<file path="src/rtl/ysyx_220053_csr_ctrl.sv">
// SYSTEM-instruction controller: decodes CSR ops, ecall and mret, strobes the
// CSR file for one EXEC cycle and holds a writeback/redirect response until taken.
module ysyx_220053_csr_ctrl (
  input  logic        clk,
  input  logic        rst,
  input  logic        in_valid,
  output logic        in_ready,
  input  logic [31:0] inst,
  input  logic [63:0] pc,
  input  logic [63:0] rs1_data,
  output logic        Csrwen,
  output logic        Ecall,
  output logic        Mret,
  output logic [2:0]  CsrOp,
  output logic [11:0] CsrId,
  output logic [63:0] datain,
  output logic [63:0] epc_in,
  input  logic [63:0] csrres,
  input  logic [63:0] mtvec_o,
  input  logic [63:0] mepc_o,
  output logic        out_valid,
  input  logic        out_ready,
  output logic        rd_wen,
  output logic [4:0]  rd_addr,
  output logic [63:0] rd_data,
  output logic        redirect,
  output logic [63:0] redirect_pc,
  output logic        illegal
);

  typedef enum logic [1:0] {
    S_IDLE,
    S_EXEC,
    S_RESP
  } state_t;

  state_t      r_state;
  state_t      w_next;
  logic [31:0] r_inst;
  logic [63:0] r_pc;
  logic [63:0] r_rs1;
  logic [63:0] r_rd_data;
  logic [63:0] r_redirect_pc;

  logic        w_accept;
  logic        w_opc_sys;
  logic [2:0]  w_f3;
  logic [11:0] w_id;
  logic [4:0]  w_zimm;
  logic [4:0]  w_rd;
  logic        w_is_ecall;
  logic        w_is_mret;
  logic        w_id_ok;
  logic        w_is_csr;
  logic        w_csr_write;
  logic        w_illegal;
  logic [2:0]  w_op;
  logic [63:0] w_operand;

  assign w_accept = in_valid && (r_state == S_IDLE);

  // Decode always works on the latched instruction so the caller may change inputs.
  assign w_opc_sys  = (r_inst[6:0] == 7'b1110011);
  assign w_f3       = r_inst[14:12];
  assign w_id       = r_inst[31:20];
  assign w_zimm     = r_inst[19:15];
  assign w_rd       = r_inst[11:7];
  assign w_is_ecall = (r_inst == 32'h0000_0073);
  assign w_is_mret  = (r_inst == 32'h3020_0073);

  always_comb begin
    w_id_ok = 1'b0;
    case (w_id)
      12'h300, 12'h304, 12'h305,
      12'h340, 12'h341, 12'h342, 12'h344: w_id_ok = 1'b1;
      default:                            w_id_ok = 1'b0;
    endcase
  end

  // funct3[1:0]==00 covers both the 000 (non ecall/mret) and 100 illegal cases.
  assign w_is_csr    = w_opc_sys && (w_f3[1:0] != 2'b00) && w_id_ok;
  assign w_illegal   = !(w_is_csr || w_is_ecall || w_is_mret);
  assign w_csr_write = w_is_csr && ((w_f3[1:0] == 2'b01) || (w_zimm != 5'd0));
  assign w_operand   = w_f3[2] ? {59'd0, w_zimm} : r_rs1;

  always_comb begin
    w_op = 3'b000;
    case (w_f3[1:0])
      2'b10:   w_op = 3'b001;
      2'b11:   w_op = 3'b010;
      default: w_op = 3'b000;
    endcase
  end

  always_ff @(posedge clk or posedge rst) begin
    if (rst) begin
      r_state <= S_IDLE;
    end else begin
      r_state <= w_next;
    end
  end

  always_comb begin
    w_next = r_state;
    case (r_state)
      S_IDLE:  if (w_accept) w_next = S_EXEC;
      S_EXEC:  w_next = S_RESP;
      S_RESP:  if (out_ready) w_next = S_IDLE;
      default: w_next = S_IDLE;
    endcase
  end

  always_ff @(posedge clk or posedge rst) begin
    if (rst) begin
      r_inst        <= '0;
      r_pc          <= '0;
      r_rs1         <= '0;
      r_rd_data     <= '0;
      r_redirect_pc <= '0;
    end else begin
      if (w_accept) begin
        r_inst <= inst;
        r_pc   <= pc;
        r_rs1  <= rs1_data;
      end
      if (r_state == S_EXEC) begin
        r_rd_data <= w_is_csr ? csrres : '0;
        if (w_is_ecall) begin
          r_redirect_pc <= mtvec_o;
        end else if (w_is_mret) begin
          r_redirect_pc <= mepc_o;
        end else begin
          r_redirect_pc <= '0;
        end
      end
    end
  end

  always_comb begin
    in_ready    = 1'b0;
    out_valid   = 1'b0;
    Csrwen      = 1'b0;
    Ecall       = 1'b0;
    Mret        = 1'b0;
    CsrOp       = '0;
    CsrId       = '0;
    datain      = '0;
    epc_in      = '0;
    rd_wen      = 1'b0;
    rd_addr     = '0;
    rd_data     = '0;
    redirect    = 1'b0;
    redirect_pc = '0;
    illegal     = 1'b0;
    case (r_state)
      S_IDLE: in_ready = 1'b1;
      S_EXEC: begin
        Csrwen = w_csr_write;
        Ecall  = w_is_ecall;
        Mret   = w_is_mret;
        if (w_is_csr) begin
          CsrOp  = w_op;
          CsrId  = w_id;
          datain = w_operand;
        end
        if (w_is_ecall) epc_in = r_pc;
      end
      S_RESP: begin
        out_valid   = 1'b1;
        illegal     = w_illegal;
        redirect    = w_is_ecall || w_is_mret;
        redirect_pc = r_redirect_pc;
        if (w_is_csr) begin
          rd_addr = w_rd;
          rd_wen  = (w_rd != 5'd0);
          rd_data = r_rd_data;
        end
      end
      default: ;
    endcase
  end

endmodule
</file>
<file path="config.mk">
export PLATFORM = sky130hd
export DESIGN_NAME = ysyx_220053_csr_ctrl
export DESIGN_NICKNAME = d
export VERILOG_FILES = /design/src/rtl/ysyx_220053_csr_ctrl.sv
export SDC_FILE = /design/constraint.sdc
export NUM_CORES = 1
export LEC_CHECK = 0
export BUFFER_PORTS_ARGS = -buffer_cell sky130_fd_sc_hd__buf_2
export CAP_MARGIN = 20
export CELL_PAD_IN_SITES_DETAIL_PLACEMENT = 1
export CELL_PAD_IN_SITES_GLOBAL_PLACEMENT = 2
export CORE_AREA = 5 5 248 250
export DETAILED_ROUTE_END_ITERATION = 8
export DIE_AREA = 0 0 253 255
export MAX_ROUTING_LAYER = met4
export PLACE_DENSITY_LB_ADDON = 0.1
export SLEW_MARGIN = 20
export SYNTH_ARGS = -nofsm -noshare
export SYNTH_HDL_FRONTEND = slang
export SYNTH_SLANG_ARGS = --single-unit
</file>
<file path="constraint.sdc">
create_clock -name clk -period 12.6 [get_ports clk]
set_clock_uncertainty 0.15 [all_clocks]
set_input_delay 1.26 -clock clk [delete_from_list [all_inputs] [get_ports clk]]
set_output_delay 1.26 -clock clk [all_outputs]
set_load 0.01 [all_outputs]
</file>
==> results of run 1 <==
==> metal layers <==
layer  vias up  GRT usage, %
met5         -             -
met4         0          4.40
met3        63          5.75
met2       388          31.4
met1      5838          20.7
li1       5407             -
==> sequential cells by signal, indices dropped and copies added, names as in the netlist <==
name,count
r_rd_data,64
r_state,2
r_rs1,64
r_redirect_pc,64
r_inst,32
r_pc,64
==> placed cells by master, fill, tap and decap left out, types with 6 or more instances in the layout <==
master / count
a221o_1: 29
a221o_2: 35
and2_1: 171
and2_2: 20
and3_1: 70
buf_2: 632
buf_4: 11
clkbuf_1: 15
clkbuf_16: 40
clkbuf_8: 8
conb_1: 7
dfrtp_1: 289
diode_2: 28
inv_1: 10
mux2_2: 153
nand2_1: 137
nor2_1: 14
nor3_1: 6
nor3b_1: 60
o21ai_0: 72
==> cell families (layout without fill, tap and decap cells) <==
kind of cell / after synthesis / after routing / synth area share (%)
simple gates: 500 / 500 / 21.4
flops: 290 / 290 / 53.1
mux: 158 / 158 / 13.0
compound gates: 146 / 146 / 8.17
buf+inv: 120 / 727 / 4.29
other cells: 1 / 35 / 0.0274
==> final cells by class <==
type	instances	area [um^2]
inverters	12	53.8
well taps	773	967
clock inverters	5	90.1
diodes	28	70.1
repair buffers	647	3330
clock buffers	63	1170
multi-input cells	811	5900
flip-flops and latches	290	7260
fillers	6769	40000
==> worst max-delay path, stage by stage, from the launching register on <==
cell       delay (ps)
dfrtp_1           400
nor4_4            440
o211a_1           350
o2111ai_4         140
buf_4             380
nor3_1            560
buf_2             240
==> power groups by stage <==
stage	clock network, mW	logic, mW	registers (mW)
after detailed placement	0	0.795	1.36
after CTS	1.16	0.796	1.34
after global placement	0	0.778	1.35
after global routing	1.20	0.859	1.37
final	1.11	0.772	1.34
after floorplan	0	0.578	1.31
==> worst max path at each step <==
stage / slack [ps] / end / depth (start not counted) / start
after floorplan: 3180 / r_inst[0] / 1 / rst
after global placement: 8230 / rd_wen / 5 / r_inst[23]
after detailed placement: 8280 / r_pc[24] / 5 / in_valid
after CTS: 7930 / rd_addr[2] / 5 / r_state[0]
after global routing: 7850 / rd_addr[2] / 5 / r_state[0]
final: 8070 / CsrOp[0] / 6 / r_inst[23]
==> stage by stage <==
stage	setup WS [ps]	utilization (%)	hold slack, ps	instances	total power [mW]
5_1_grt	7850	32.0	341	2625	3.43
3_5_place_dp	8280	29.7	313	2532	2.15
3_3_place_gp	8230	29.7	304	2530	2.13
2_1_floorplan	3180	-	292	1221	1.89
4_1_cts	7930	31.9	327	2600	3.30
6_report	8070	32.0	322	2629	3.22
==> results.md, run 1 <==
- Synth area leaders: dfrtp_1 53%, mux2_2 13%, and2_1 7.9%
- Routed vias: 11,696
- Worst Hold Depth: 2
- Flop2flop setup slack: 8990 ps
- Register area share after synthesis: 53.1%
- Clock Tree Root: clkbuf_16
- Post-synth EDFFs: 0
- Total Nets Final: 2,157
- Area Overhead vs Synth: 37.9%
- Antenna violations before repair: 32
- Largest net degree at the start of global routing: 168
- Final HPWL from detailed placement: 43,300 um
- Die footprint: 0.0645 mm^2
- Setup tns final: 0 ps
- Area fraction of the dominant cell type after synthesis: 53.1%
- Ys flop type: dfrtp_1
- Hold EP: r_rd_data[19]
- R2r startpoint: r_state[0]
- First-iteration detailed-routing DRC count: 513
- Clock Power Share: 34.4%
- First-pass GRT wire length: 86,100 um
- Switching share of power: 30.6%
- Req. time, crit path: 11,190 ps
- Hold Startpoint: r_rd_data[19]
- I/O pin count: 640
- Vias per inst: 4.45
- Combinational Power Share: 24.0%
- Top layer in use: met4
- Post-synth ARST share: 100%
- Met3 WL post-DR: 4540 um
- DR WL/cell: 23.0 um
- Die height: 255 um
- Power per Cell Area: 171 mW/mm^2
- DP Area: 0.0175 mm^2
- Htree depth: 2
- Hold buffer count at cts: 0
- Worst hold path type: reg -> reg
- Routed wire length: 60,400 um
- Synthesized area: 0.0137 mm^2
- Pre-antenna DRT Iters: 6
- Peak VDD IR: 0.0890 mV
- Quantity of I/O buffers inserted on ports: 632
- Max FO, Critical Path: 73
- Post-CTS setup buffer count: 0
- Finish-stage setup viols: 0
- Total of max-cap violations: 0
- Synth area leader: dfrtp_1
- RSZ-0062 raised after global routing: no
- Met2 WL: 31,000 um
- Final Instance Area: 0.0188 mm^2
- Core box area: 0.0588 mm^2
- Worst slew margin: 28.4%
- Chip Width: 253 um
- CP Launch Type: flop
- Avg Cell Area, Syn: 11.2 um^2
- Synthesized instance count: 1,215
- Clock sink total: 290
- Clock period minus worst slack: 4530 ps
- Total GRT Usage: 18.2%
- Cts bufs inserted: 39
- Reg-to-reg endpoint: r_pc[62]
- TritonCTS clock tree: built
- Worst-margin pin slew: 1070 ps
- RePlAce Congestion: 0.771
- Clock tree buffer depth: 3
- Yosys warns: 0
- Yosys reg bits: 290
- CP endpoint kind: output port
- Initial core utilization: 23.2%
- Post-synth top cells: 290 x dfrtp_1, 172 x and2_1, 153 x mux2_2, 137 x nand2_1, 72 x o21ai_0
- Share of layout cells above drive strength 1: 50.6%
- Residual DRC: 0
- Hold Vio Cnt, Final: 0
- Crit Path Category: reg -> out
- P_int: 2.24 mW
- Final Slew Violations: 0
- Synth unique cells: 37
- Flop pwr share: 41.6%
- Worst-path clk slew: 50 ps
- Final Cycle Share: 35.9%
- Net switching power: 0.985 mW
- Gr ovfl total: 0
- Cell Rows: 89
- Worst-Skew Late Latency: 550 ps
- Fmax: 0.221 GHz
- Number of global-route vias before repair: 12,565
- R2R depth: 5
- Top-count cell post-synth: dfrtp_1
- ANT nets after route: 0
- Post-route met1 wirelength: 23,800 um
- P_leak: 9.66 nW
- Resized cells post-CTS: 0
- CP arrival: 3120 ps
- Outcome: complete, no violations
Note: power is estimated with default switching activity, not from simulation.
==> inputs of run 2 (changes only) <==
ABC_AREA = 1   (was unset)
CORE_AREA = unset   (was 5 5 248 250)
CORE_MARGIN = 5   (was unset)
CORE_UTILIZATION = 26   (was unset)
DIE_AREA = unset   (was 0 0 253 255)
clock period = 4.65 ns   (was 12.6 ns; I/O delays follow)
==> run 2 against run 1 <==
Cell area rose by 20%; synthesized cell count rose by 66%; flip-flop and latch count did not move; power rose to 2.9 times the previous value; non-clock buffer count rose by 244; critical path depth rose by 3; sequential power rose to 2.6 times the previous value; critical path type unchanged; largest power group unchanged.
==> results.md, run 2 <==
- P_leak: 11.8 nW
- Synth Area in Adders: 0%
- Post-Synth Simple-Gate Area: 34.3%
- Cell Rows: 89
- Mux contribution to synthesized area: 0.261%
- Residual DRC: 0
- Routing usage on met1: 26.2%
- Area Overhead vs Synth: 47.5%
- Hold Vio Cnt, Final: 0
- ANT nets after route: 0
- Reg area: 0.00726 mm^2
- Worst-path clk slew: 50 ps
- Finish-stage setup viols: 0
- Cts bufs inserted: 39
- Routed wire length: 71,400 um
- Chip Width: 253 um
- Htree depth: 2
- Max FO, Critical Path: 35
- CP Launch Type: flop
- Antenna violations before repair: 32
- Clock period minus worst slack: 3690 ps
- Largest family of logic cells by synthesized area: simple AND/OR/NAND/NOR gates
- CP endpoint kind: output port
- Fillcell total: 7,312
- Register area share after synthesis: 47.3%
- Clock sink total: 290
- Clock Tree Root: clkbuf_16
- RePlAce Congestion: 0.856
- Outcome: complete, no violations
- Yosys warns: 0
- First-pass GRT wire length: 107,000 um
- Synth unique cells: 31
- Worst hold path type: in -> reg
- Most frequent cells in the layout: 632 x buf_2, 509 x nand2_1, 290 x dfrtp_1
- Final Cycle Share: 79.3%
- Largest net degree at the start of global routing: 159
- Post-synth EDFFs: 0
- Core box area: 0.0587 mm^2
- Peak VDD IR: 0.365 mV
- Crit Path Category: reg -> out
- Global routing's busiest layer: met2
- Post-synth ARST share: 100%
- Routed vias: 16,298
- First-iteration detailed-routing DRC count: 822
- Synth area leaders: dfrtp_1 47%, nand2_1 12%, inv_1 6.6%
- Gr ovfl total: 0
- Die footprint: 0.0639 mm^2
- Utilization after layout: 38.6%
- RSZ-0062 raised after global routing: no
- Worst setup margin: 964 ps
- Yosys reg bits: 290
- Final Total Pwr: 9.37 mW
- Final Slew Violations: 0
- Synthesized instance count: 2,016
- TritonCTS clock tree: built
- Req. time, crit path: 4030 ps
- Initial core utilization: 26.1%
- Synthesized area: 0.0153 mm^2
- Die height: 253 um
- Setup tns final: 0 ps
- Clock tree buffer depth: 3
- DR WL/cell: 19.6 um
- Compound-cell area share of the yosys netlist: 5.76%
- Worst slew margin: 34.2%
- Ys flop type: dfrtp_1
- Post-synth top cells: 510 x nand2_1, 290 x dfrtp_1, 270 x inv_1, 239 x nor2_1, 194 x nand3_1
- Total of max-cap violations: 0
- Power per Cell Area: 414 mW/mm^2
- Pre-antenna DRT Iters: 4
- Worst-Skew Late Latency: 540 ps
- Final HPWL from detailed placement: 50,700 um
- Synth area leader: dfrtp_1
- Multi-input gate area: 0.00624 mm^2
- Total GRT Usage: 22.0%
- Total Nets Final: 3,161
- Post-Synth XOR/XNOR Area: 0%
- Avg Cell Area, Syn: 7.61 um^2
- Global routing usage on met3: 4.13%
- Fmax: 0.271 GHz
- Number of global-route vias before repair: 17,488
- Commonest non-fill, non-tap cell in the layout: buf_2
- Quantity of I/O buffers inserted on ports: 632
- Share of layout cells above drive strength 1: 29.0%
- Vias per inst: 4.48
- Top-count cell post-synth: nand2_1
- Routing usage on met2: 37.2%
- I/O pin count: 640
- Place WS: 1500 ps
- CP arrival: 3070 ps
- Area fraction of the dominant cell type after synthesis: 47.3%
- Worst-margin pin slew: 986 ps
- Resized cells post-CTS: 0
-- run 2: worst paths after layout --
check                       startpoint                end  slack, ps  cells after the start
min reg2reg                   r_rs1[3]           r_rs1[3]        330                      2
max reg2reg                 r_inst[19]  r_redirect_pc[32]       1250                      9
max                         r_inst[19]          epc_in[0]        960                      9
max in group asynchronous          rst          r_rs1[16]       2670                      4
min in group asynchronous          rst  r_redirect_pc[36]        580                      3
min                        mtvec_o[30]  r_redirect_pc[30]         40                      3
-- run 2: stage by stage --
step                instances  area, um^2  hold slack [ps]
floorplan                2022       15400              294
global placement         3305       19000              312
detailed placement       3305       19000              316
CTS                      3607       22500            0.401
global route             3638       22600             24.5
finish                   3638       22600             41.7
-- run 2: layout make-up --
class                           instances  share of cell area, %
Sequential cell                       290                   32.1
Inverter                              281                   4.73
Tap cell                              773                   4.27
Antenna cell                           31                  0.343
Clock buffer                           64                   5.35
Timing Repair Buffer                  891                   25.4
Multi-Input combinational cell       1302                   27.6
Clock inverter                          6                  0.210
-- run 2: power by group --
group          switching (mW)  total [mW]  internal [mW]
registers               0.271        3.47           3.20
clock network            1.18        2.96           1.78
logic                    2.17        2.95          0.771
total                    3.63        9.37           5.74
-- run 2: cells by family (layout without fill, tap and decap cells) --
group / Yosys count / in the layout
and+or+nand+nor: 1127 / 1127
muxes: 4 / 4
DFF: 290 / 290
AOI/OAI and AO/OA: 164 / 164
buffers and inverters: 430 / 1242
other: 1 / 38
-- run 2: repair_timing --
action / CTS / global route
endpoints found under the hold margin: 242 / 0
hold buffers: 232 / 0
setup buffers: 0 / 0
setup endpoints to repair: 0 / 0
-- run 2: worst max-delay path: stages, from the launching register on --
cell     delay (ps)
dfrtp_1         390
nor2_1          120
nand2_1         190
nor2_4          530
nand2_4         140
nor2_4          190
nand2_8         290
buf_12          340
nor2_1          110
buf_2           140
-- run 2: per-layer routing --
layer,up-vias,part of all wire (%)
li1,7820,-
met1,7967,42
met2,396,50
met3,115,5.1
met4,0,3.7
met5,-,0
